`config.mk`:
```
export PLATFORM = sky130hd
export DESIGN_NAME = imem_loader
export DESIGN_NICKNAME = d
export VERILOG_FILES = /design/src/rtl/imem_loader.sv
export SDC_FILE = /design/constraint.sdc
export NUM_CORES = 1
export LEC_CHECK = 0
export BUFFER_PORTS_ARGS = -buffer_cell sky130_fd_sc_hd__buf_2
export CORE_UTILIZATION = 55
export CTS_BUF_LIST = sky130_fd_sc_hd__clkbuf_4 sky130_fd_sc_hd__clkbuf_8
export CTS_CLUSTER_SIZE = 8
export DETAILED_ROUTE_END_ITERATION = 7
export PLACE_DENSITY = 0.78
export SETUP_SLACK_MARGIN = 0.3
export SLEW_MARGIN = 20
export SYNTH_ARGS = -nofsm -noshare
export SYNTH_HDL_FRONTEND = slang
export SYNTH_SLANG_ARGS = --single-unit
```
`constraint.sdc`:
```
create_clock -name clk -period 2.81 [get_ports clk]
set_input_delay 0.281 -clock clk [delete_from_list [all_inputs] [get_ports clk]]
set_output_delay 0.281 -clock clk [all_outputs]
set_load 0.005 [all_outputs]
```
`src/rtl/imem_loader.sv`:
```
// Boot loader: parses a framed byte stream, writes little-endian 32-bit words into
// instruction memory and releases the core once the frame checksum matches.
module imem_loader #(
  parameter int DEPTH   = 127,
  parameter int AW      = 7,
  parameter int TIMEOUT = 1024
) (
  input  logic          clk,
  input  logic          reset,
  input  logic [7:0]    in_data,
  input  logic          in_valid,
  output logic          in_ready,
  output logic          imem_we,
  output logic [AW-1:0] imem_wa,
  output logic [31:0]   imem_wd,
  output logic          cpu_hold,
  output logic          done,
  output logic          err,
  output logic [1:0]    err_code
);

  typedef enum logic [2:0] {
    S_IDLE, S_LEN0, S_LEN1, S_DATA, S_CHK, S_DONE, S_ERR
  } state_t;

  localparam int              TW       = $clog2(TIMEOUT + 1);
  localparam logic [TW-1:0]   TMO_LAST = TW'(TIMEOUT - 1);
  localparam logic [15:0]     DEPTH_W  = 16'(DEPTH);
  localparam logic [7:0]      SYNC     = 8'hA5;

  state_t        state_reg, state_next;
  logic [15:0]   len_reg, len_next;
  logic [15:0]   word_cnt_reg, word_cnt_next;
  logic [1:0]    byte_cnt_reg, byte_cnt_next;
  logic [31:0]   asm_reg, asm_next;
  logic [7:0]    xor_reg, xor_next;
  logic [TW-1:0] tmo_reg, tmo_next;
  logic          we_reg, we_next;
  logic [AW-1:0] wa_reg, wa_next;
  logic [31:0]   wd_reg, wd_next;
  logic          done_reg, done_next;
  logic          err_reg, err_next;
  logic [1:0]    code_reg, code_next;
  logic          hold_reg, hold_next;
  logic          in_ready_reg;

  logic          accept;
  logic          active;
  logic [15:0]   len_full;
  logic [31:0]   lane_word;

  assign accept   = in_valid && in_ready_reg;
  assign active   = (state_reg == S_LEN0) || (state_reg == S_LEN1) ||
                    (state_reg == S_DATA) || (state_reg == S_CHK);
  assign len_full = {in_data, len_reg[7:0]};

  // Word as it looks with the incoming byte dropped into the current lane
  generate
    for (genvar gi = 0; gi < 4; gi++) begin : g_lane
      assign lane_word[8*gi +: 8] = (byte_cnt_reg == 2'(gi)) ? in_data : asm_reg[8*gi +: 8];
    end
  endgenerate

  always_comb begin
    state_next    = state_reg;
    len_next      = len_reg;
    word_cnt_next = word_cnt_reg;
    byte_cnt_next = byte_cnt_reg;
    asm_next      = asm_reg;
    xor_next      = xor_reg;
    tmo_next      = tmo_reg;
    we_next       = 1'b0;
    wa_next       = wa_reg;
    wd_next       = wd_reg;
    done_next     = done_reg;
    err_next      = err_reg;
    code_next     = code_reg;
    hold_next     = hold_reg;

    if (!active || accept) tmo_next = '0;
    else                   tmo_next = tmo_reg + 1'b1;

    case (state_reg)
      S_IDLE: begin
        if (accept && in_data == SYNC) begin
          state_next = S_LEN0;
          xor_next   = 8'h00;
        end
      end
      S_LEN0: begin
        if (accept) begin
          len_next   = {8'h00, in_data};
          state_next = S_LEN1;
        end
      end
      S_LEN1: begin
        if (accept) begin
          len_next = len_full;
          if (len_full > DEPTH_W) begin
            state_next = S_ERR;
            err_next   = 1'b1;
            code_next  = 2'd1;
          end else if (len_full == 16'd0) begin
            state_next = S_CHK;
          end else begin
            word_cnt_next = 16'd0;
            byte_cnt_next = 2'd0;
            state_next    = S_DATA;
          end
        end
      end
      S_DATA: begin
        if (accept) begin
          xor_next      = xor_reg ^ in_data;
          asm_next      = lane_word;
          byte_cnt_next = byte_cnt_reg + 2'd1;
          if (byte_cnt_reg == 2'd3) begin
            we_next       = 1'b1;
            wa_next       = word_cnt_reg[AW-1:0];
            wd_next       = lane_word;
            word_cnt_next = word_cnt_reg + 16'd1;
            if (word_cnt_reg == len_reg - 16'd1) state_next = S_CHK;
          end
        end
      end
      S_CHK: begin
        if (accept) begin
          if (in_data == xor_reg) begin
            state_next = S_DONE;
            done_next  = 1'b1;
            hold_next  = 1'b0;
          end else begin
            state_next = S_ERR;
            err_next   = 1'b1;
            code_next  = 2'd2;
          end
        end
      end
      S_DONE, S_ERR: begin
        if (accept && in_data == SYNC) begin
          state_next = S_LEN0;
          done_next  = 1'b0;
          err_next   = 1'b0;
          code_next  = 2'd0;
          hold_next  = 1'b1;
          xor_next   = 8'h00;
        end
      end
      default: state_next = S_IDLE;
    endcase

    // An accepted byte on the expiry edge takes priority over the timeout
    if (active && !accept && tmo_reg == TMO_LAST) begin
      state_next = S_ERR;
      done_next  = 1'b0;
      err_next   = 1'b1;
      code_next  = 2'd3;
      hold_next  = 1'b1;
    end
  end

  always_ff @(posedge clk) begin
    if (reset) begin
      state_reg    <= S_IDLE;
      len_reg      <= '0;
      word_cnt_reg <= '0;
      byte_cnt_reg <= '0;
      asm_reg      <= '0;
      xor_reg      <= '0;
      tmo_reg      <= '0;
      we_reg       <= 1'b0;
      wa_reg       <= '0;
      wd_reg       <= '0;
      done_reg     <= 1'b0;
      err_reg      <= 1'b0;
      code_reg     <= 2'd0;
      hold_reg     <= 1'b1;
      in_ready_reg <= 1'b0;
    end else begin
      state_reg    <= state_next;
      len_reg      <= len_next;
      word_cnt_reg <= word_cnt_next;
      byte_cnt_reg <= byte_cnt_next;
      asm_reg      <= asm_next;
      xor_reg      <= xor_next;
      tmo_reg      <= tmo_next;
      we_reg       <= we_next;
      wa_reg       <= wa_next;
      wd_reg       <= wd_next;
      done_reg     <= done_next;
      err_reg      <= err_next;
      code_reg     <= code_next;
      hold_reg     <= hold_next;
      in_ready_reg <= 1'b1;
    end
  end

  assign in_ready = in_ready_reg;
  assign imem_we  = we_reg;
  assign imem_wa  = wa_reg;
  assign imem_wd  = wd_reg;
  assign cpu_hold = hold_reg;
  assign done     = done_reg;
  assign err      = err_reg;
  assign err_code = code_reg;

endmodule

```
Word-level counts from Yosys, hierarchy flattened
Index checks and enable logic that the tools add are counted.
{"block": "word_totals", "regBits": 134, "wordCells": 150}
{"block": "op_classes", "order_cmp": 1, "n_reduce_logical": 34, "muxes": 56, "eq_ne": 34, "bitwise": 4, "add_sub_neg": 4}
{"operator": "16-bit 2-to-1 mux", "count": 7}
{"operator": "16-bit case mux with 2 select lines", "count": 2}
{"operator": "8-bit 2-to-1 mux", "count": 6}
{"operator": "3-bit 2-to-1 mux", "count": 10}
{"operator": "2-bit 2-to-1 mux", "count": 11}
{"operator": "16-bit by 1-bit adder with 16-bit output (second input constant)", "count": 1}
{"operator": "16-bit equality test", "count": 1}
{"operator": "16-bit by 7-bit > comparator with 1-bit output (second input constant)", "count": 1}
{"operator": "16-bit logical NOT", "count": 1}
{"operator": "8-bit case mux with 2 select lines", "count": 1}
{"operator": "16-bit by 1-bit subtractor with 16-bit output (second input constant)", "count": 1}
{"operator": "3-bit by 2-bit inequality test with 1-bit output (second input constant)", "count": 5}
{"operator": "3-bit case mux with 5 select lines", "count": 1}
{"operator": "2-bit inequality test (second input constant)", "count": 7}
{"operator": "7-bit AND reduction", "count": 2}
{"operator": "1-bit 2-to-1 mux", "count": 13}
{"operator": "3-bit by 1-bit inequality test with 1-bit output (second input constant)", "count": 4}
{"operator": "3-bit AND reduction", "count": 4}
{"operator": "6-bit AND reduction", "count": 2}
{"operator": "11-bit by 1-bit adder with 11-bit output (second input constant)", "count": 1}
{"operator": "11-bit by 10-bit equality test with 1-bit output (second input constant)", "count": 1}
{"operator": "3-bit equality test (second input constant)", "count": 3}
{"operator": "8-bit equality test", "count": 1}
{"operator": "8-bit equality test (second input constant)", "count": 1}
{"operator": "other kinds (25)", "count": 46}

Logic depth before layout (Yosys ltp)
Gate-level depths: netlist (run 1).
{"block": "logic_depth", "word_depth": 8, "mapped_depth": 11, "ltp_nobuf": 9}

Worst setup path before layout (run 1)
No wires, ideal clock.
{"block": "synth_path", "path_type": "flip-flop to flip-flop", "from": "reg len_reg[0]", "to": "reg state_reg[1]", "stages_incl_launch_ff": 12, "n_path_buf": 2, "setup_time_ps": 130, "arrival_time_ps": 2606, "setup_slack_ps": 75, "cell_sequence": "dfxtp_1 -> inv_1 -> ha_1 -> buf_6 -> or4b_1 -> buf_2 -> or4_1 -> o21ai_1 -> nand4_1 -> a2111oi_4 -> o21ai_0 -> nor3b_2"}
{"block": "synth_via", "elab_chain_len": 6, "elab_cells_between_ends": 11}
{"element": "start, declared", "line": "32", "text": "logic [15:0] len_reg, len_next;"}
{"element": "start signal, assigned", "line": "181", "text": "len_reg <= len_next;"}
{"element": "branches (longest 6 deep; another with 16-bit by 1-bit subtractor with 16-bit output)"}
{"element": "end signal, assigned", "line": "180", "text": "state_reg <= state_next;"}
{"element": "end, declared", "line": "31", "text": "state_t state_reg, state_next;"}
Parallel ways; which one is timed is not known. The select of a mux whose other input is x is not followed.
A chain may end at the register's enable or synchronous reset.

Worst setup path after layout (run 1)
Ends and elaborated chain as after synthesis.

==> metrics.yaml, run 1 <==
antenna_found_initial: 0
synthXorXnorAreaFrac_pct: 7.313
critPathKind: "register to register"
cts_tree: "built"
crit_path_max_fanout: 4
netlist_area_mm2: 0.005868
n_antenna_cell: 0
final_cell_mix: "dfxtp_1 (121), nand2_1 (81), nor2_1 (58), a21oi_1 (58), buf_2 (56)"
start_util_pct: 56.84
ys_ff_latch: 126
post-route-util_pct: 64.28
pre_cts_slack_ps: 142.8
syn-num-nets: 717
avgSynthCellArea_um2: 8.407
p_comb_share_pct: 3.1
synth-edff-count: 0
cell_internal_pwr_mw: 2.472
fin_nets: 762
tightest_slew_ps: 966.6
muxShareOfSynthArea_pct: 4.776
whs_path_depth: 2
rrSetupSlack_ps: 270
setup_viol: 0
drtPass1Iterations: 6
grt-ovfl-total: 0
p_seq_share_pct: 55.3
worstReg2RegEnd: "state_reg[1]"
reg2regPathDepth: 9
setup_ws_ps: 274.6
hold_viol_final: 0
p_leak_nw: 2.495
cap_violations: 0
final_max_slew_viol_count: 0
numCtsBuffers: 17
cts_sinks: 126
die_w_um: 105.3
layout.cells.non_filler: 888
insertion_delay_ps: 440
end_kind: "register"
synth-simple-area-share_pct: 22.15
synthAdderAreaFrac_pct: 1.706
dpl.hpwl_um: 9649
clkPwrFrac_pct: 41.6
drc: 0
ys_types: 56
yosysWarnings: 0
io_pins: 57
finalSetupTns_ps: 0
rsz0062_at_grt: "true"
wl_per_cell_um: 16.23
drive_above_1_share_pct: 16.89
num_rows: 37
holdPathEnd: "in_ready"
ir_drop_mv: 0.3359
r2r_start: "len_reg[0]"
grt_max_degree: 57
max_freq_mhz: 394.4
swShare_pct: 23.43
finalCriticalPeriod_ps: 2535
port_buffers: 56
relSlewSlack_pct: 35.56
grt_first_pass_wirelength_um: 23870
cts.path.max_buffers: 2
post-route-period-util_pct: 90.23
clock_skew_ps: 10.21
required_ps: 3110
avgViaCountPerCell: 5.854
startpoint_type: "register"
p_sw_uw: 756.6
syn_inst: 698
hold_start: "reset"
die_h_um: 105.3
grt_util_all_layers_pct: 27.23
wl_um: 14410
core-area_mm2: 0.01032
outcome: "complete, no violations"
hold_class: "primary input to register"
synthFlopType: "dfxtp_1"
drt_iter0_drc: 439
dp_cells: 855
routabilityCongestion: 0.8922
largest_register_ffs: 32
layout_commonest_cell: "dfxtp_1"
vias: 5198
final_antenna_net_count: 0
synth.yosys.seq_area_share_pct: 42.99
clk_pin_slew_worst_paths_ps: 70
root_buffer: "clkbuf_8"
synthArstFlopShare_pct: 0
dieArea_mm2: 0.01109
grt_pass1_vias: 4904
areaGrowthSynthToFinish_pct: 13.09
synth-compound-area-share_pct: 16.55
crit_arrival_ps: 2840
htree_num_levels: 4
power.density_mw_per_mm2: 486.5
synth_top_family_by_area: "simple AND/OR/NAND/NOR gates"
==> cells in the mapped netlist (all sizes together) (3+ instances only) <==
library cell | instances | area (um2)
a21oi | 59 | 295.3
a22o | 15 | 131.4
a22oi | 9 | 67.56
a31oi | 3 | 18.77
and2 | 3 | 18.77
and3 | 7 | 43.79
buf | 15 | 81.32
clkbuf | 37 | 138.9
dfxtp | 126 | 2522
ha | 8 | 100.1
inv | 12 | 45.04
mux2i | 28 | 280.3
nand2 | 81 | 304.0
nand2b | 6 | 37.54
nand3 | 49 | 245.2
nand3b | 9 | 67.56
nand4 | 12 | 75.07
nor2 | 58 | 217.7
nor2b | 3 | 18.77
nor3 | 11 | 55.05
nor3b | 3 | 27.52
nor4 | 6 | 58.80
o2111ai | 3 | 26.28
o21ai | 48 | 240.2
or3 | 10 | 63.81
or4 | 3 | 26.27
xnor2 | 34 | 297.8
xor2 | 15 | 131.4
==> through the flow <==
stage | total power, mW | hold slack (ps) | instance area, um2
3_3_place_gp | 1.923 | 430.1 | 6266
4_1_cts | 3.240 | 146.9 | 6623
5_1_grt | 3.319 | 162.8 | 6636
2_1_floorplan | 1.881 | 382.6 | 5898
6_report | 3.229 | 156.9 | 6636
3_5_place_dp | 1.925 | 438.7 | 6266
==> cell families (layout without fill, tap and decap cells) <==
group                      count (synthesis)  in the layout
AOI/OAI and AO/OA                        157            157
xor gates and xnor gates                  49             49
adders and majority gates                  8              8
buffers and inverters                     64            118
DFF                                      126            126
muxes                                     28             28
and+or+nand+nor                          266            266
==> worst max path at each step <==
stage | from | end | slack (ps)
after floorplan | len_reg[1] | state_reg[1] | 260
after global placement | len_reg[1] | state_reg[1] | 230
after detailed placement | len_reg[1] | state_reg[1] | 140
after CTS | len_reg[0] | state_reg[1] | 210
after global routing | len_reg[0] | state_reg[1] | 160
final | len_reg[0] | state_reg[1] | 270
==> power by group through the flow <==
| stage | sequential, mW | clock [mW] | combinational [mW] |
|---|---|---|---|
| after CTS | 1.79 | 1.35 | 0.0987 |
| after global routing | 1.78 | 1.43 | 0.106 |
| after detailed placement | 1.83 | 0 | 0.0981 |
| final | 1.79 | 1.34 | 0.101 |
| after floorplan | 1.83 | 0 | 0.0546 |
| after global placement | 1.83 | 0 | 0.0959 |
==> layer usage <==
metal  wire length (um)  track usage (%)  share of wire, %  vias to the layer above
met5                  0                0                 0                        -
met4                312            11.77               2.2                        0
met3                847            6.122               5.9                       31
met2               6836            44.03                47                      172
met1               6413            34.85                45                     2465
li1                   -                -                 -                     2530
==> layout make-up <==
type / count / area (um2)
clock inverter: 7 / 41.29
timing repair buffer: 78 / 457.9
inverter: 12 / 50.05
tap: 136 / 170.2
multi-input combinational: 508 / 3100
sequential: 126 / 2534
clock buffer: 21 / 282.8
fill: 868 / 3687
==> repair_timing <==
item | CTS | global route
pin swaps | 3 | 2
buffers inserted | 4 | 1
hold buffers | 0 | 0
resized for setup | 2 | 3
endpoints found under the setup margin | 3 | 3
==> worst max-delay path: stages, from the launching register on <==
cell       delay [ps]
dfxtp_4           350
inv_4              70
ha_4              130
or4b_4            460
or4_1             480
o21ai_1           130
nand4_1           150
a2111oi_4         380
o21ai_1            90
nor3b_2           170
Note: power is estimated with default switching activity, not from simulation.
==> run 2: changes to the inputs <==
Clock period 2.81 ns to 2.1 ns, I/O delays scaled along.
==> metrics.yaml, run 2 (synthesis gave the netlist of run 1 again) <==
outcome: "finished with violations"
violations: "negative setup slack"
power.density_mw_per_mm2: 629.6  # +29%
end_kind: "register"
r2r_start: "len_reg[0]"
hold_start: "in_data[5]"
slowest_delay_ps: 470  # about the same
finalCriticalPeriod_ps: 2539  # +3.448 ps
drtPass1Iterations: 6  # unchanged
rrSetupSlack_ps: -440  # -710 ps
avgViaCountPerCell: 5.940  # +1.5%
cell_internal_pwr_mw: 3.672  # +49%
pre_cts_slack_ps: -405.1  # -547.9 ps
crit_path_max_fanout: 4  # unchanged
startpoint_type: "register"
multi_input_comb_area_mm2: 0.003487  # +12%
worst-path-buf-inv: 3  # +2
drt_iter0_drc: 388  # -12%
die_h_um: 105.3  # unchanged
finalSetupTns_ps: -1095  # -1095 ps
clock_skew_ps: 13.93  # +3.725 ps
antenna_found_initial: 0  # unchanged
areaGrowthSynthToFinish_pct: 31.07
root_buffer: "clkbuf_8"
routabilityCongestion: 0.8738  # -2.1%
grt_util_all_layers_pct: 29.12  # +1.9 points
swShare_pct: 24.17  # +0.74 points
dieArea_mm2: 0.01109  # unchanged
largest_register_ffs: 32  # unchanged
critPathTopFamily: "simple AND/OR/NAND/NOR gates"
clkPwrFrac_pct: 47.0  # +5.4 points
holdPathEnd: "imem_wd[29]"
wl_um: 16640  # +16%
total_power_mw: 4.842  # +50%
grt-ovfl-total: 0  # unchanged
p_comb_share_pct: 3.7  # +0.6 points
final_max_slew_viol_count: 0  # unchanged
p_seq_share_pct: 49.3  # -6.0 points
cts.path.max_buffers: 2  # unchanged
n_antenna_cell: 0  # unchanged
final_antenna_net_count: 0  # unchanged
numCtsBuffers: 17  # unchanged
core-area_mm2: 0.01032  # unchanged
rsz0062_at_grt: "true"
critPathKind: "register to register"
p_sw_mw: 1.170  # +55%
tightest_slew_ps: 647.9  # -318.8 ps
io_pins: 57  # unchanged
grt_max_degree: 37  # -35%
insertion_delay_ps: 440  # about the same
reg2regPathDepth: 11  # +2
fillers: 736  # -15%
ir_drop_mv: 0.3976  # +18%
setup_viol: 3  # +3
die_w_um: 105.3  # unchanged
grt_pass1_vias: 5410  # +10%
num_rows: 37  # unchanged
whs_path_depth: 2  # unchanged
htree_num_levels: 4  # unchanged
cap_violations: 0  # unchanged
required_ps: 2410  # -700 ps
vias: 5667  # +9.0%
port_buffers: 56  # unchanged
dpl.hpwl_um: 10610  # +9.9%
worstPathCellList: "inv_4, ha_4, or4b_4, buf_4, o311ai_1, o41ai_2, o2111ai_2, a2111oi_4, buf_4, nor4_1, nor3b_2"
cts_tree: "built"
setup_ws_ps: -438.8  # -713.4 ps
dp_cells: 907  # +6.1%
drc: 0  # unchanged
cts_hold_buf: 0  # unchanged
worstReg2RegEnd: "state_reg[1]"
hold_viol_final: 0  # unchanged
hold_class: "primary input to register"
post-route-period-util_pct: 120.9  # +31 points
max_freq_mhz: 393.9  # -0.14%
wl_per_cell_um: 17.45  # +7.5%
fin_nets: 824  # +8.1%
clk_pin_slew_worst_paths_ps: 80  # about the same
regArea_mm2: 0.002534  # unchanged
crit_path_top_delay_cell: "or4b_4"
layout.cells.non_filler: 954  # +7.4%
drive_above_1_share_pct: 31.30  # +14 points
start_util_pct: 56.84  # unchanged
cts_sinks: 126  # unchanged
layout_commonest_cell: "dfxtp_1"
p_leak_nw: 2.965  # +19%
final_cell_mix: "dfxtp_1 (119), nand2_1 (74), buf_4 (67), a21oi_1 (56), buf_2 (56)"
crit_top_cell: "buf_4"
crit_arrival_ps: 2850  # about the same
grt_first_pass_wirelength_um: 25630  # +7.4%
relSlewSlack_pct: 56.81  # +21 points
==> run 2: changes by cell type in the layout (fill, tap and decap cells not counted), sizes merged <==
| cell | delta |
|---|---|
| clkinv | -1 |
| bufinv | +3 |
| clkbuf | -1 |
| nand3 | +1 |
| inv | +5 |
| buf | +59 |
==> run 2: worst reg2reg max path, stage by stage, from the launching register on <==
cell,delay [ps]
dfxtp_4,350
inv_4,70
ha_4,120
or4b_4,470
buf_4,160
o311ai_1,290
o41ai_2,140
o2111ai_2,230
a2111oi_4,70
buf_4,170
nor4_1,260
nor3b_2,80
==> run 2: layout make-up <==
class / instances / area share [%]
clock buffer: 18 / 3.221
clock inverter: 14 / 2.326
inverter: 12 / 0.6182
multi-input combinational: 509 / 45.34
sequential: 126 / 32.94
tap: 136 / 2.212
timing repair buffer: 139 / 13.34
==> run 2: through the flow <==
step                hold slack [ps]  area [um2]  util [%]
floorplan                     322.2        5952         -
global placement              429.1        6730     65.19
detailed placement            438.6        6730     65.19
global route                  89.83        7691     74.50
finish                        88.63        7691     74.50
CTS                           78.08        7453     72.20
==> run 2: repair_timing <==
| action | 4_1_cts | 5_1_grt |
|---|---|---|
| pin swaps | 13 | 15 |
| setup buffers | 9 | 3 |
| gates resized for setup | 56 | 48 |
| gates cloned | 1 | 2 |
| endpoints found under the setup margin | 94 | 59 |
==> run 2: worst max path at each step <==
stage,slack (ps),start,cells after the start,endpoint
after floorplan,-450,len_reg[1],11,state_reg[1]
after global placement,-310,len_reg[1],9,state_reg[1]
after detailed placement,-410,len_reg[1],9,state_reg[1]
after CTS,-400,len_reg[1],10,state_reg[1]
after global routing,-520,len_reg[0],11,state_reg[1]
final,-440,len_reg[0],11,state_reg[1]
==> run 2: routing by layer <==
metal	global-route usage, %	routed length [um]	vias to the layer above
met2	48.59	8170	207
met1	35.63	6910	2741
met3	5.813	1042	54
met5	0	0	-
li1	-	-	2665
met4	14.79	519	0
==> run 2: power by group through the flow <==
stage	clock (mW)	sequential, mW	combinational, mW
finish	2.28	2.39	0.177
global route	2.41	2.39	0.185
CTS	2.30	2.39	0.158
detailed placement	0	2.44	0.150
global placement	0	2.44	0.147
floorplan	0	2.44	0.0762
==> run 3: changes to the inputs <==
Settings changed: CTS_CLUSTER_DIAMETER from default to 40, TNS_END_PERCENT from default to 50.
==> metrics.yaml, run 3 (synthesis gave the netlist of run 1 again) <==
violations: "negative setup slack"
drive_above_1_share_pct: 31.13  # -0.17 points
rsz0062_at_grt: "true"
post-route-period-util_pct: 120.8  # about the same
start_util_pct: 56.84  # unchanged
drtPass1Iterations: 6  # unchanged
r2r_start: "len_reg[0]"
critPathKind: "register to register"
highest_layer: "met4"
fillers: 743  # +0.95%
core-area_mm2: 0.01032  # unchanged
cts_sinks: 126  # unchanged
drc: 0  # unchanged
layout.cells.non_filler: 952  # -0.21%
rrSetupSlack_ps: -440  # about the same
crit_arrival_ps: 2850  # about the same
drt_iter0_drc: 370  # -4.6%
hold_class: "primary input to register"
grt_pass1_vias: 5410  # unchanged
tightest_slew_ps: 627.3  # -20.51 ps
antenna_found_initial: 0  # unchanged
routabilityCongestion: 0.8738  # unchanged
insertion_delay_ps: 440  # about the same
cap_violations: 0  # unchanged
swShare_pct: 24.13  # -0.045 points
end_kind: "register"
final_cell_mix: "dfxtp_1 (119), nand2_1 (74), buf_4 (67), a21oi_1 (56), buf_2 (56)"
fin_nets: 822  # -0.24%
p_leak_nw: 2.958  # -0.22%
dp_cells: 907  # unchanged
io_pins: 57  # unchanged
htree_num_levels: 4  # unchanged
wl_met1_um: 6696  # -3.1%
regArea_mm2: 0.002534  # unchanged
numCtsBuffers: 17  # unchanged
crit_start: "len_reg[0]"
port_buffers: 56  # unchanged
grt_max_degree: 37  # unchanged
layout_commonest_cell: "dfxtp_1"
cts_tree: "built"
clk_pin_slew_worst_paths_ps: 80  # about the same
crit_path_max_fanout: 4  # unchanged
startpoint_type: "register"
final_max_slew_viol_count: 0  # unchanged
wl_met2_um: 7923  # -3.0%
finalSetupTns_ps: -1097  # -1.800 ps
wl_met3_um: 1090  # +4.6%
grt-ovfl-total: 0  # unchanged
required_ps: 2410  # about the same
hold_viol_final: 0  # unchanged
areaGrowthSynthToFinish_pct: 30.60
wl_per_cell_um: 17.04  # -2.3%
cts.path.max_buffers: 2  # unchanged
final_antenna_net_count: 0  # unchanged
vias: 5583  # -1.5%
max_freq_mhz: 394.2  # about the same
worstReg2RegEnd: "state_reg[1]"
num_rows: 37  # unchanged
setup_ws_ps: -437.1  # +1.724 ps
die_h_um: 105.3  # unchanged
dieArea_mm2: 0.01109  # unchanged
root_buffer: "clkbuf_8"
p_seq_share_pct: 49.4  # about the same
n_antenna_cell: 0  # unchanged
reg2regPathDepth: 11  # unchanged
hold_start: "in_data[5]"
grt_first_pass_wirelength_um: 25630  # unchanged
multi_input_comb_area_mm2: 0.003496  # +0.25%
p_comb_share_pct: 3.6  # about the same
relSlewSlack_pct: 58.18  # +1.4 points
clock_skew_ps: 13.72  # -0.2124 ps
outcome: "finished with violations"
avgViaCountPerCell: 5.864  # -1.3%
critical_path.endpoint: "state_reg[1]"
total_power_mw: 4.839  # about the same
wl_um: 16220  # -2.5%
largest_register_ffs: 32  # unchanged
setup_viol: 3  # unchanged
ir_drop_mv: 0.3883  # -2.4%
finalCriticalPeriod_ps: 2537  # -1.724 ps
power.density_mw_per_mm2: 631.5  # +0.30%
cell_internal_pwr_mw: 3.672  # about the same
dpl.hpwl_um: 10610  # unchanged
p_sw_mw: 1.168  # -0.25%
clkPwrFrac_pct: 47.0  # about the same
grt_util_all_layers_pct: 29.12  # unchanged
die_w_um: 105.3  # unchanged
==> run 3: worst min path at each step <==
stage,to,slack [ps],depth (start not counted)
floorplan,in_ready,320,1
global placement,tmo_reg[0],430,1
detailed placement,imem_wd[9],440,2
CTS,imem_wd[29],80,2
global route,imem_wd[29],90,2
finish,imem_wd[29],100,2
==> run 3: through the flow <==
step | hold slack, ps | cell area [um2] | worst slack, ps | util [%]
2_1_floorplan | 322.2 | 5952 | -446.4 | -
3_3_place_gp | 429.1 | 6730 | -307.6 | 65.19
3_5_place_dp | 438.6 | 6730 | -405.1 | 65.19
4_1_cts | 78.08 | 7453 | -397.5 | 72.20
5_1_grt | 89.70 | 7664 | -520.2 | 74.23
6_report | 102.2 | 7664 | -437.1 | 74.23
==> run 3: cell type report <==
cell class,instances,share of cell area [%]
clock inverters,14,2.335
well taps,136,2.220
clock buffers,18,3.233
repair buffers,137,12.91
multi-input cells,509,45.62
inverters,12,0.6204
flip-flops and latches,126,33.06
==> run 3: worst max-delay path, stage by stage (launching register included) <==
cell	delay [ps]
dfxtp_4	350
inv_4	70
ha_4	120
or4b_4	470
buf_4	160
o311ai_1	290
o41ai_2	150
o2111ai_2	230
a2111oi_4	70
buf_4	170
nor4_1	250
nor3b_2	80
==> run 3: per-layer routing <==
metal / track usage, % / vias up
met3: 5.813 / 50
met1: 35.63 / 2657
met5: 0 / -
met2: 48.59 / 215
met4: 14.79 / 0
li1: - / 2661
==> run 3: what timing repair did <==
action,CTS,global route
hold buffers,0,0
resized for setup,56,48
setup buffers,9,2
cloned,1,1
endpoints found under the setup margin,94,59
pin swaps,14,16
==> run 3: power groups by stage <==
stage	Clock, mW	Sequential (mW)	Combinational, mW
floorplan	0	2.44	0.0762
global placement	0	2.44	0.147
detailed placement	0	2.44	0.150
CTS	2.30	2.39	0.158
global route	2.41	2.39	0.184
finish	2.27	2.39	0.176
